$ cat src/rtl/fifo_pkg.sv
// Shared types for the FIFO read-side stream adapter.
// Latency: n/a (declarations only).
// Backpressure: n/a.
package fifo_pkg;

    // Occupancy of the 2-entry output skid stage.
    typedef enum logic [1:0] {
        OCC_EMPTY,
        OCC_ONE,
        OCC_TWO
    } occ_state_e;

    // Default width of the optional accepted-beat counter.
    localparam int CNT_W_DEFAULT = 16;

endpackage

$ cat src/rtl/stream_skid_buf.sv
// 2-entry skid stage: head register feeds the output, skid holds a second beat.
// Latency: a pushed beat appears on head one cycle later when the stage was empty.
// Backpressure: absorbs one extra beat while the consumer stalls; owner must not push in TWO.
module stream_skid_buf
    import fifo_pkg::*;
#(
    parameter type T = logic
) (
    input  logic       clk,
    input  logic       rst,
    input  logic       flush,
    input  logic       push,
    input  T           push_data,
    input  logic       hs,
    output occ_state_e state,
    output T           head
);

    occ_state_e state_nxt;
    T           head_nxt;
    T           skid;
    T           skid_nxt;

    // Occupancy and data-path next-state decode.
    always_comb begin
        state_nxt = state;
        head_nxt  = head;
        skid_nxt  = skid;
        if (flush) begin
            // Buffered beats are dropped; register contents are don't-care once EMPTY.
            state_nxt = OCC_EMPTY;
        end else begin
            case (state)
                OCC_EMPTY: begin
                    if (push) begin
                        head_nxt  = push_data;
                        state_nxt = OCC_ONE;
                    end
                end
                OCC_ONE: begin
                    if (push && hs) begin
                        head_nxt = push_data;
                    end else if (push) begin
                        skid_nxt  = push_data;
                        state_nxt = OCC_TWO;
                    end else if (hs) begin
                        state_nxt = OCC_EMPTY;
                    end
                end
                OCC_TWO: begin
                    // The owner never pushes here, so only a handshake moves the stage.
                    if (hs) begin
                        head_nxt  = skid;
                        state_nxt = OCC_ONE;
                    end
                end
                default: state_nxt = OCC_EMPTY;
            endcase
        end
    end

    // State and data registers with synchronous reset.
    always_ff @(posedge clk) begin
        if (rst) begin
            state <= OCC_EMPTY;
            head  <= '0;
            skid  <= '0;
        end else begin
            state <= state_nxt;
            head  <= head_nxt;
            skid  <= skid_nxt;
        end
    end

endmodule

$ cat src/rtl/fifo_rd_stream.sv
// FIFO read-side adapter: pops ren/empty/data FIFO into a registered valid/ready stream (optional beat counter: FIFO_RD_STREAM_CNT_EN).
// Latency: FIFO head to m_data in 1 cycle; sustains 1 beat/cycle with m_ready held high.
// Backpressure: at most 2 beats popped beyond the last handshake; m_ready never reaches fifo_ren combinationally.
module fifo_rd_stream
    import fifo_pkg::*;
#(
    parameter type T     = logic,
    parameter int  CNT_W = CNT_W_DEFAULT
) (
    input  logic             clk,
    input  logic             rst,
    input  logic             flush,
    input  logic             fifo_empty,
    input  T                 fifo_data,
    output logic             fifo_ren,
    output logic             m_valid,
    input  logic             m_ready,
    output T                 m_data
`ifdef FIFO_RD_STREAM_CNT_EN
    ,
    output logic [CNT_W-1:0] beat_cnt
`endif
);

    occ_state_e state;
    logic       hs;
    logic       push;

    // Valid is a pure decode of registered occupancy, so it has no input dependence.
    assign m_valid = (state != OCC_EMPTY);
    assign hs      = m_valid && m_ready;

    // Pop whenever there is room, or unconditionally while flushing to drain the FIFO.
    assign fifo_ren = !rst && !fifo_empty && (flush || (state != OCC_TWO));
    // Beats popped during a flush are discarded rather than buffered.
    assign push     = fifo_ren && !flush;

    stream_skid_buf #(
        .T (T)
    ) u_skid (
        .clk       (clk),
        .rst       (rst),
        .flush     (flush),
        .push      (push),
        .push_data (fifo_data),
        .hs        (hs),
        .state     (state),
        .head      (m_data)
    );

`ifdef FIFO_RD_STREAM_CNT_EN
    // Accepted-beat counter; flush wins over a coincident handshake.
    always_ff @(posedge clk) begin
        if (rst || flush) begin
            beat_cnt <= '0;
        end else if (hs) begin
            beat_cnt <= beat_cnt + CNT_W'(1);
        end
    end
`else
    localparam int unused_cnt_w = CNT_W;
`endif

endmodule
$ cat config.mk
export PLATFORM = sky130hd
export DESIGN_NAME = fifo_rd_stream
export DESIGN_NICKNAME = d
export VERILOG_FILES = /design/src/rtl/fifo_pkg.sv /design/src/rtl/stream_skid_buf.sv /design/src/rtl/fifo_rd_stream.sv
export SDC_FILE = /design/constraint.sdc
export NUM_CORES = 1
export LEC_CHECK = 0
export ABC_AREA = 1
export BUFFER_PORTS_ARGS = -buffer_cell sky130_fd_sc_hd__buf_2
export CORE_AREA = 3 3 40 42
export CTS_CLUSTER_DIAMETER = 60
export DETAILED_ROUTE_END_ITERATION = 7
export DIE_AREA = 0 0 43 45
export PLACE_DENSITY_LB_ADDON = 0.2
export SLEW_MARGIN = 20
export SYNTH_ARGS = -nofsm -noshare
export SYNTH_HDL_FRONTEND = slang
export SYNTH_SLANG_ARGS = --single-unit
export TNS_END_PERCENT = 10
$ cat constraint.sdc
create_clock -name clk -period 2.5 [get_ports clk]
set_input_delay 0 -clock clk [delete_from_list [all_inputs] [get_ports clk]]
set_output_delay 0 -clock clk [all_outputs]
set_load 0.1 [all_outputs]
==> results.yml, run 1 <==
power_and_ir_drop:
  seqPwrFrac: 0.364
  p_int_uw: 128.7
  netSwitchingFraction: 0.2938
  powerDensity_mw_per_mm2: 524.1
  leakage_uw: 0.0001765
  power.share.clock: 0.427
  p_sw_uw: 53.57
  vdd_drop_max_v: 0.0001124
  totalPowerFinal_uw: 182.3
  p_comb_frac: 0.209
finish:
  antenna_cells: 0
  nets: 63
  area_growth_pct: 30.52
  drive_gt1_frac: 0.2909
  num-fill-cells: 150
  fin_area_um2: 347.8
die:
  row_count: 13
  core_area_mm2: 0.001285
  io_pins: 9
  fp.dieW_um: 43
  die_y_um: 45
  initial_utilization: 0.2074
  dieArea_mm2: 0.001935
clock_tree:
  root_buffer: "clkbuf_4"
  cts_max_level: 1
  ctsResizeCount: 0
  numCtsBuffers: 3
  postCtsSetupBuffers: 0
  cts_tree: "yes"
  cts_sinks: 4
  cts_buffer_depth: 2
  ctsHoldBuffers: 0
  clkLatencyLatePin_ns: 0.23
  clk_pin_slew_ns: 0.04
synth:
  yosysMostFrequentCell: "nand2_1"
  yosys.area.top_type: "dfxtp_1"
  synthTopCellsByArea: "dfxtp_1 (30%), nand2_1 (14%), nor2_1 (9.9%)"
  ys.flop_type: "dfxtp_1"
  syn_area_um2: 266.5
  yosysTopAreaCellShare: 0.3005
  synth_sequential_area_ratio: 0.3005
  syn_area_per_cell_um2: 6.057
  ys_seq_elements: 4
  async_flop_share: 0
  synth_edf_count: 0
  synth_common_cells: "nand2_1 (10), nor2_1 (7), inv_1 (5)"
  synth_cell_types: 13
  synthCells: 44
  synthesis.nets: 50
  yosysWarningCount: 0
critical_path:
  path_cells: "inv_2 > nand2_1 > o21ai_0 > inv_1 > buf_2"
  crit_path_end_kind: "primary output"
  rr_worst_depth: 7
  cp_slowest_stage_delay_ns: 0.41
  cp.arrival_ns: 1.36
  cp_slowest_cell: "buf_2"
  worstPathRequired_ns: 2.50
  cp_max_fo: 6
  r2r-start: "u_skid.state[0]$_SDFFE_PP0P_"
  cp-start-kind: "flip-flop"
  r2r_end: "u_skid.head$_SDFFE_PP0P_"
  rrSetupSlack_ns: 1.47
  crit_type: "reg2out"
timing:
  fin_crit_sh: 0.5431
  max_freq_mhz: 736.5
  fin_crit_ns: 1.358
  final_max_slew_viol_count: 0
  finalWorstSetupSlack_ns: 1.142
  finalSetupTns_ns: 0
  hold_viol: 0
  rsz0062_at_grt: "no"
  finalSetupViolations: 0
  relSlewSlack: 0.6778
  clock_skew_ns: 0.0001424
  tightest_slew_ns: 0.4866
place:
  dpl_cell_area_um2: 325.3
  dpl.hpwl_um: 500.4
  portBuffers: 8
  preCtsSetupSlack_ns: 1.377
  place.gp.congestion: 0.6717
drt:
  post_drt_wl_per_cell_um: 8.371
  routed_via_density: 4.371
  drt_iter0_markers: 4
  post-route-drc-count: 0
  routed_wirelength_um: 586
  vias: 306
  ant_nets: 0
  first_pass_iters: 2
outcome:
  status: "complete, no violations"
worst_hold_path:
  min_from: "fifo_data"
  min_to: "u_skid.skid$_SDFFE_PP0P_"
  min_path_cells: 3
  hp-class: "in2reg"
grt:
  globalRouteTotalUtil: 0.08153
  grt_pass1_wl_mm: 1.076
  grt-ovfl-total: 0
  grt_antenna_before_repair: 0
  grt_pass1_vias: 269
  grt_max_degree: 7
flow_run:
  maxCapViolCount: 0
routing by layer:
metal | vias up | track usage | wire (um)
met5 | - | 0 | 0
met4 | 0 | 0.1084 | 9
met3 | 2 | 0.03984 | 46
met2 | 6 | 0.1108 | 285
met1 | 134 | 0.07933 | 244
li1 | 164 | - | -
final cells by class:
| class | instances | area [um^2] | share of cell area |
|---|---|---|---|
| clock buffer | 3 | 22.52 | 0.06475 |
| inverter | 7 | 26.28 | 0.07554 |
| multi-input combinational | 33 | 160.2 | 0.4604 |
| sequential | 4 | 80.08 | 0.2302 |
| tap | 15 | 18.77 | 0.05396 |
| timing repair buffer | 8 | 40.04 | 0.1151 |
power by group through the flow:
stage,Sequential [uW],Clock [uW],Combinational (uW)
after CTS,66.3,83.5,38.6
after detailed placement,67.3,0,38.5
after global placement,67.3,0,39.1
after global routing,66.3,87.6,41.7
final,66.3,77.8,38.2
after floorplan,74.3,0,20.9
sequential cells by signal, summed over array words and instances (netlist names):
name          count
u_skid.skid       1
u_skid.state      2
u_skid.head       1
cell families (layout without fill, tap and decap cells):
family,Yosys count,count (layout),synth area share
buffers and inverters,7,18,0.09861
flip-flops,4,4,0.3005
AO/OA/AOI/OAI,6,6,0.1126
AND/OR/NAND/NOR,27,27,0.4883
how the worst max path moves through the flow:
stage / from / end / cells past startpoint / slack (ns)
after detailed placement: u_skid.state[0]$_SDFFE_PP0P_ / fifo_ren / 5 / 1.38
final: u_skid.state[0]$_SDFFE_PP0P_ / fifo_ren / 5 / 1.14
after CTS: u_skid.state[0]$_SDFFE_PP0P_ / fifo_ren / 5 / 1.13
after global routing: u_skid.state[0]$_SDFFE_PP0P_ / fifo_ren / 5 / 1.00
after floorplan: u_skid.state[0]$_SDFFE_PP0P_ / fifo_ren / 4 / 1.30
after global placement: u_skid.state[0]$_SDFFE_PP0P_ / fifo_ren / 5 / 1.36
worst max-delay path, delay by kind of cell (launching register included):
family                 cells  cell delay (ns)
buffers and inverters      3             0.53
DFF                        1             0.35
and+or+nand+nor            1             0.15
AOI/OAI and AO/OA          1             0.09
cells in the final DEF (no fill, tap or decap), drive strengths merged:
master	instances
a21oi	3
buf	8
clkbuf	3
dfxtp	4
inv	7
nand2	11
nand3	4
nand4	2
nor2	9
nor3	1
o21ai	3
stage by stage:
step                      std cells  hold slack (ns)  utilization
after floorplan                  44           0.1392            -
after global placement           67           0.2600       0.2532
after detailed placement         67           0.2641       0.2532
after CTS                        70          0.01581       0.2707
after global routing             70          0.05068       0.2707
final                            70          0.02244       0.2707
No activity file was read; power rests on OpenSTA's default activity.
==> run 2, diff against run 1 <==
==> constraint.sdc (replaced) <==
create_clock -name clk -period 1.1 [get_ports clk]
set_input_delay 0 -clock clk [delete_from_list [all_inputs] [get_ports clk]]
set_output_delay 0 -clock clk [all_outputs]
set_load 0.1 [all_outputs]
==> run 2 against run 1 <==
Against the previous run:
- hold slack got worse by 0.0077 ns
- sequential cell count unchanged
- cell area increased by 15%
- critical path depth unchanged
- via count decreased by 2.9%
- global-route usage decreased by 0.24 points
- die area unchanged
- highest routed layer unchanged
- first-iteration DRC count increased by 75%
- routed wire length increased by 12%
- critical endpoint unchanged
- clock-buffer cell count unchanged
- sequential share of layout area decreased by 2.5 points
==> results.yml, run 2 (synthesis results as in run 1) <==
outcome:
  status: "complete, no violations"
grt:
  grt_max_degree: 7
  globalRouteTotalUtil: 0.07917
  grt_pass1_wl_mm: 1.110
  grt_pass1_vias: 274
  grt-ovfl-total: 0
  grt_antenna_before_repair: 0
timing:
  relSlewSlack: 0.6807
  hold_viol: 0
  finalSetupViolations: 0
  finalSetupTns_ns: 0
  clock_skew_ns: 0.006163
  rsz0062_at_grt: "yes"
  fin_crit_sh: 0.9745
  tightest_slew_ns: 0.4823
  fin_crit_ns: 1.072
  hold-worst-slack_ns: 0.01469
  final_max_slew_viol_count: 0
  max_freq_mhz: 932.9
critical_path:
  crit_family: "flip-flops"
  crit_type: "reg2out"
  rr_worst_depth: 7
  cp_slowest_stage_delay_ns: 0.33
  cp-start-kind: "flip-flop"
  r2r-start: "u_skid.state[1]$_SDFFE_PP0P_"
  timing.critical_path.from: "u_skid.state[0]$_SDFFE_PP0P_"
  path_cells: "inv_4 > nand2_4 > o21ai_2 > inv_2 > buf_12"
  r2r_end: "u_skid.head$_SDFFE_PP0P_"
  rrSetupSlack_ns: 0.10
  crit_path_end: "fifo_ren"
  cp_slowest_cell: "dfxtp_2"
  cp.arrival_ns: 1.07
  worstPathRequired_ns: 1.10
  crit_buf_inv: 3
  crit_cells: 5
  crit_path_end_kind: "primary output"
  cp_max_fo: 6
die:
  dieArea_mm2: 0.001935
  initial_utilization: 0.2074
  row_count: 13
  fp.dieW_um: 43
  io_pins: 9
  core_area_mm2: 0.001285
  die_y_um: 45
finish:
  top_regs: "u_skid.state (2), u_skid.head (1), u_skid.skid (1)"
  fin_area_um2: 401.6
  largest_reg_flops: 2
  antenna_cells: 0
  most-common-layout-cells: "nand2_1 (9), nor2_1 (7), buf_2 (6)"
  nets: 64
  regMostFlops: "u_skid.state"
  final_cells: 71
  layout_commonest_cell: "nand2_1"
  drive_gt1_frac: 0.3929
  num-fill-cells: 153
  utilization: 0.3126
  area_growth_pct: 50.70
drt:
  drt_iter0_markers: 7
  post_drt_wl_per_cell_um: 9.211
  vias: 297
  first_pass_iters: 2
  routed_wirelength_um: 654
  post-route-drc-count: 0
  routed_via_density: 4.183
  ant_nets: 0
place:
  dpl.hpwl_um: 488.5
  dp_cells: 67
  portBuffers: 8
  place.gp.congestion: 0.6838
  dpl_cell_area_um2: 355.3
clock_tree:
  clkLatencyLatePin_ns: 0.24
  cts_sinks: 4
  root_buffer: "clkbuf_4"
  clk_pin_slew_ns: 0.04
  cts_buffer_depth: 2
  cts_tree: "yes"
  ctsHoldBuffers: 0
  numCtsBuffers: 3
  cts_max_level: 1
power_and_ir_drop:
  p_comb_frac: 0.233
  p_int_uw: 303.2
  powerDensity_mw_per_mm2: 1084
  seqPwrFrac: 0.347
  vdd_drop_max_v: 0.0004134
  p_sw_uw: 132.2
  netSwitchingFraction: 0.3036
  power.share.clock: 0.420
  leakage_uw: 0.0001906
flow_run:
  maxCapViolCount: 0
worst_hold_path:
  hp-class: "in2reg"
## run 2: worst min-delay path: cells and delay by family
family        cells  cell delay, ns
buf+inv           1            0.09
simple gates      2            0.12
## run 2: per-stage QoR
stage	power, uW	setup slack, ns
4_1_cts	443.1	0.02006
3_5_place_dp	251.3	0.06510
6_report	435.4	0.02806
5_1_grt	457.8	-0.03061
3_3_place_gp	251.5	0.05818
2_1_floorplan	217.0	-0.07871
## run 2: layout make-up
cell class / count / area, um^2 / area share
sequential: 4 / 82.58 / 0.2056
inverter: 7 / 28.78 / 0.07165
tap: 15 / 18.77 / 0.04673
multi-input combinational: 33 / 171.4 / 0.4268
timing repair buffer: 9 / 77.57 / 0.1931
clock buffer: 3 / 22.52 / 0.05607
## run 2: timing repair
action / CTS / global route
endpoints found under the setup margin: 1 / 1
pin swaps: 0 / 2
resized for setup: 5 / 2
buffers inserted: 0 / 1
## run 2: worst min-delay path by stage
stage / endpoint / from / slack (ns) / cells after the start
after floorplan: u_skid.skid$_SDFFE_PP0P_ / m_ready / 0.14 / 2
after global placement: u_skid.skid$_SDFFE_PP0P_ / fifo_data / 0.26 / 3
after detailed placement: u_skid.skid$_SDFFE_PP0P_ / fifo_data / 0.26 / 3
after CTS: u_skid.skid$_SDFFE_PP0P_ / fifo_data / 0.02 / 3
after global routing: u_skid.skid$_SDFFE_PP0P_ / fifo_data / 0.05 / 3
final: u_skid.skid$_SDFFE_PP0P_ / fifo_data / 0.01 / 3
## run 2: power by group through the flow
stage	Combinational (uW)	Sequential [uW]	Clock, uW
3_3_place_gp	98.8	153	0
2_1_floorplan	48.1	169	0
3_5_place_dp	98.2	153	0
4_1_cts	100	151	192
6_report	101	151	183
5_1_grt	109	152	197
## run 2: metal layers
layer  routed length (um)  global-route usage  vias to the layer above
li1                     -                   -                      165
met1                  311             0.09662                      124
met2                  291              0.1078                        6
met3                   41             0.02789                        2
met4                    9             0.07229                        0
met5                    0                   0                        -
==> run 3, diff against run 2 <==
--- a/config.mk
+++ b/config.mk
@@ -12,6 +12,7 @@
 export DETAILED_ROUTE_END_ITERATION = 7
 export DIE_AREA = 0 0 43 45
 export PLACE_DENSITY_LB_ADDON = 0.2
+export REMOVE_ABC_BUFFERS = 1
 export SLEW_MARGIN = 20
 export SYNTH_ARGS = -nofsm -noshare
 export SYNTH_HDL_FRONTEND = slang
==> run 3 against run 2 <==
Against the previous run:
- highest routed layer unchanged
- clock skew shrank 0.0050 ns
- largest power group unchanged
- sequential power about the same
- sequential share of layout area down 0.44 points
==> results.yml, run 3 (synthesis results as in run 1) <==
worst_hold_path:
  hp-class: "in2reg"
  min_to: "u_skid.skid$_SDFFE_PP0P_"
  min_path_cells: 3
  min_from: "fifo_data"
place:
  place.gp.congestion: 0.7007
  dpl.hpwl_um: 465.7
  portBuffers: 8
  dp_cells: 67
  preCtsSetupSlack_ns: 0.07602
critical_path:
  crit_buf_inv: 2
  crit_type: "reg2reg"
  cp_max_fo: 3
  cp_slowest_stage_delay_ns: 0.33
  path_cells: "inv_2 > buf_4 > nand2_4 > nor2_1 > nor2_2 > nand3_1 > nand2_1 > nor2_1"
  r2r_end: "u_skid.head$_SDFFE_PP0P_"
  rrSetupSlack_ns: 0.05
  crit_path_end_kind: "flip-flop"
  crit_family: "simple AND/OR/NAND/NOR gates"
  rr_worst_depth: 8
  cp_slowest_cell: "dfxtp_2"
  worstPathRequired_ns: 1.22
  r2r-start: "u_skid.state[0]$_SDFFE_PP0P_"
  cp-start-kind: "flip-flop"
  cp.arrival_ns: 1.18
  cpMostUsedCell: "nor2_1"
timing:
  hold_viol: 0
  finalSetupViolations: 0
  final_max_slew_viol_count: 0
  finalWorstSetupSlack_ns: 0.04866
  fin_crit_ns: 1.051
  clock_skew_ns: 0.001126
  relSlewSlack: 0.6811
  hold-worst-slack_ns: 0.01953
  max_freq_mhz: 951.2
  tightest_slew_ns: 0.4817
  fin_crit_sh: 0.9558
clock_tree:
  cts_buffer_depth: 2
  numCtsBuffers: 3
  ctsHoldBuffers: 0
  clkLatencyLatePin_ns: 0.23
  cts_sinks: 4
  cts_max_level: 1
  clk_pin_slew_ns: 0.03
  cts_tree: "yes"
  root_buffer: "clkbuf_4"
flow_run:
  maxCapViolCount: 0
die:
  fp.dieW_um: 43
  die_y_um: 45
  core_area_mm2: 0.001285
  io_pins: 9
  initial_utilization: 0.2074
  row_count: 13
  dieArea_mm2: 0.001935
finish:
  num-fill-cells: 148
  antenna_cells: 0
  drive_gt1_frac: 0.4035
  area_growth_pct: 53.99
  nets: 65
  final_cells: 72
  largest_reg_flops: 2
  utilization: 0.3194
  top_regs: "u_skid.state (2), u_skid.head (1), u_skid.skid (1)"
  regArea_um2: 82.58
  layout_commonest_cell: "nand2_1"
  regMostFlops: "u_skid.state"
  multi_input_area_um2: 175.2
  most-common-layout-cells: "nand2_1 (9), nor2_1 (7), buf_2 (6)"
grt:
  grt_max_degree: 7
  grt-ovfl-total: 0
  grt_pass1_wl_mm: 1.007
  globalRouteTotalUtil: 0.07481
  grt_antenna_before_repair: 0
  grt_pass1_vias: 262
drt:
  vias: 315
  post_drt_wl_per_cell_um: 8.625
  first_pass_iters: 4
  routed_wirelength_um: 621
  routed_via_density: 4.375
  post-route-drc-count: 0
  drt_iter0_markers: 10
  ant_nets: 0
power_and_ir_drop:
  powerDensity_mw_per_mm2: 1043
  leakage_uw: 0.0001975
  totalPowerFinal_uw: 428.0
  vdd_drop_max_v: 0.0003170
outcome:
  status: "complete, no violations"
==> run 3: worst reg2reg max path, stage by stage, from the launching register on <==
cell and delay, ns:
dfxtp_2 0.33, inv_2 0.06, buf_4 0.13, nand2_4 0.07
nor2_1 0.05, nor2_2 0.12, nand3_1 0.08, nand2_1 0.06
nor2_1 0.03
==> run 3: repair_timing <==
item | in CTS | in global routing
gates resized for setup | 3 | 4
pin swaps | 0 | 2
endpoints found under the hold margin | 0 | 0
setup endpoints to repair | 1 | 2
buffers inserted | 1 | 1
==> run 3: worst max path at each step <==
stage / end / depth (start not counted) / slack [ns] / start
6_report: u_skid.head$_SDFFE_PP0P_ / 8 / 0.05 / u_skid.state[0]$_SDFFE_PP0P_
5_1_grt: fifo_ren / 5 / -0.02 / u_skid.state[0]$_SDFFE_PP0P_
4_1_cts: fifo_ren / 5 / 0.01 / u_skid.state[0]$_SDFFE_PP0P_
3_5_place_dp: u_skid.head$_SDFFE_PP0P_ / 7 / 0.08 / u_skid.state[0]$_SDFFE_PP0P_
3_3_place_gp: u_skid.head$_SDFFE_PP0P_ / 5 / 0.06 / u_skid.state[1]$_SDFFE_PP0P_
2_1_floorplan: fifo_ren / 4 / -0.1 / u_skid.state[0]$_SDFFE_PP0P_
==> run 3: metrics by stage <==
step | setup TNS (ns) | instance area [um^2]
floorplan | -0.1748 | 266.5
global placement | 0 | 355.3
detailed placement | 0 | 355.3
CTS | 0 | 389.1
global route | -0.02547 | 410.4
finish | 0 | 410.4
==> run 3: area by class of cell <==
class,instances,share of cell area
clock buffers,3,0.05488
inverters,7,0.06402
multi-input cells,33,0.4268
flip-flops and latches,4,0.2012
well taps,15,0.04573
repair buffers,10,0.2073
==> run 3: report_power, final <==
group | internal [uW] | switching, uW | leakage [uW]
logic | 33.3 | 68.9 | 0.000150
clock network | 122 | 53.1 | 0.0000138
registers | 149 | 1.95 | 0.0000334
total | 304 | 124 | 0.000198
==> run 3: routing by layer <==
metal  track usage  share of wire  up-vias
li1              -              -      170
met1       0.07674           0.43      137
met2        0.1048           0.49        6
met3       0.03187          0.072        2
met4       0.09036          0.013        0
met5             0              0        -
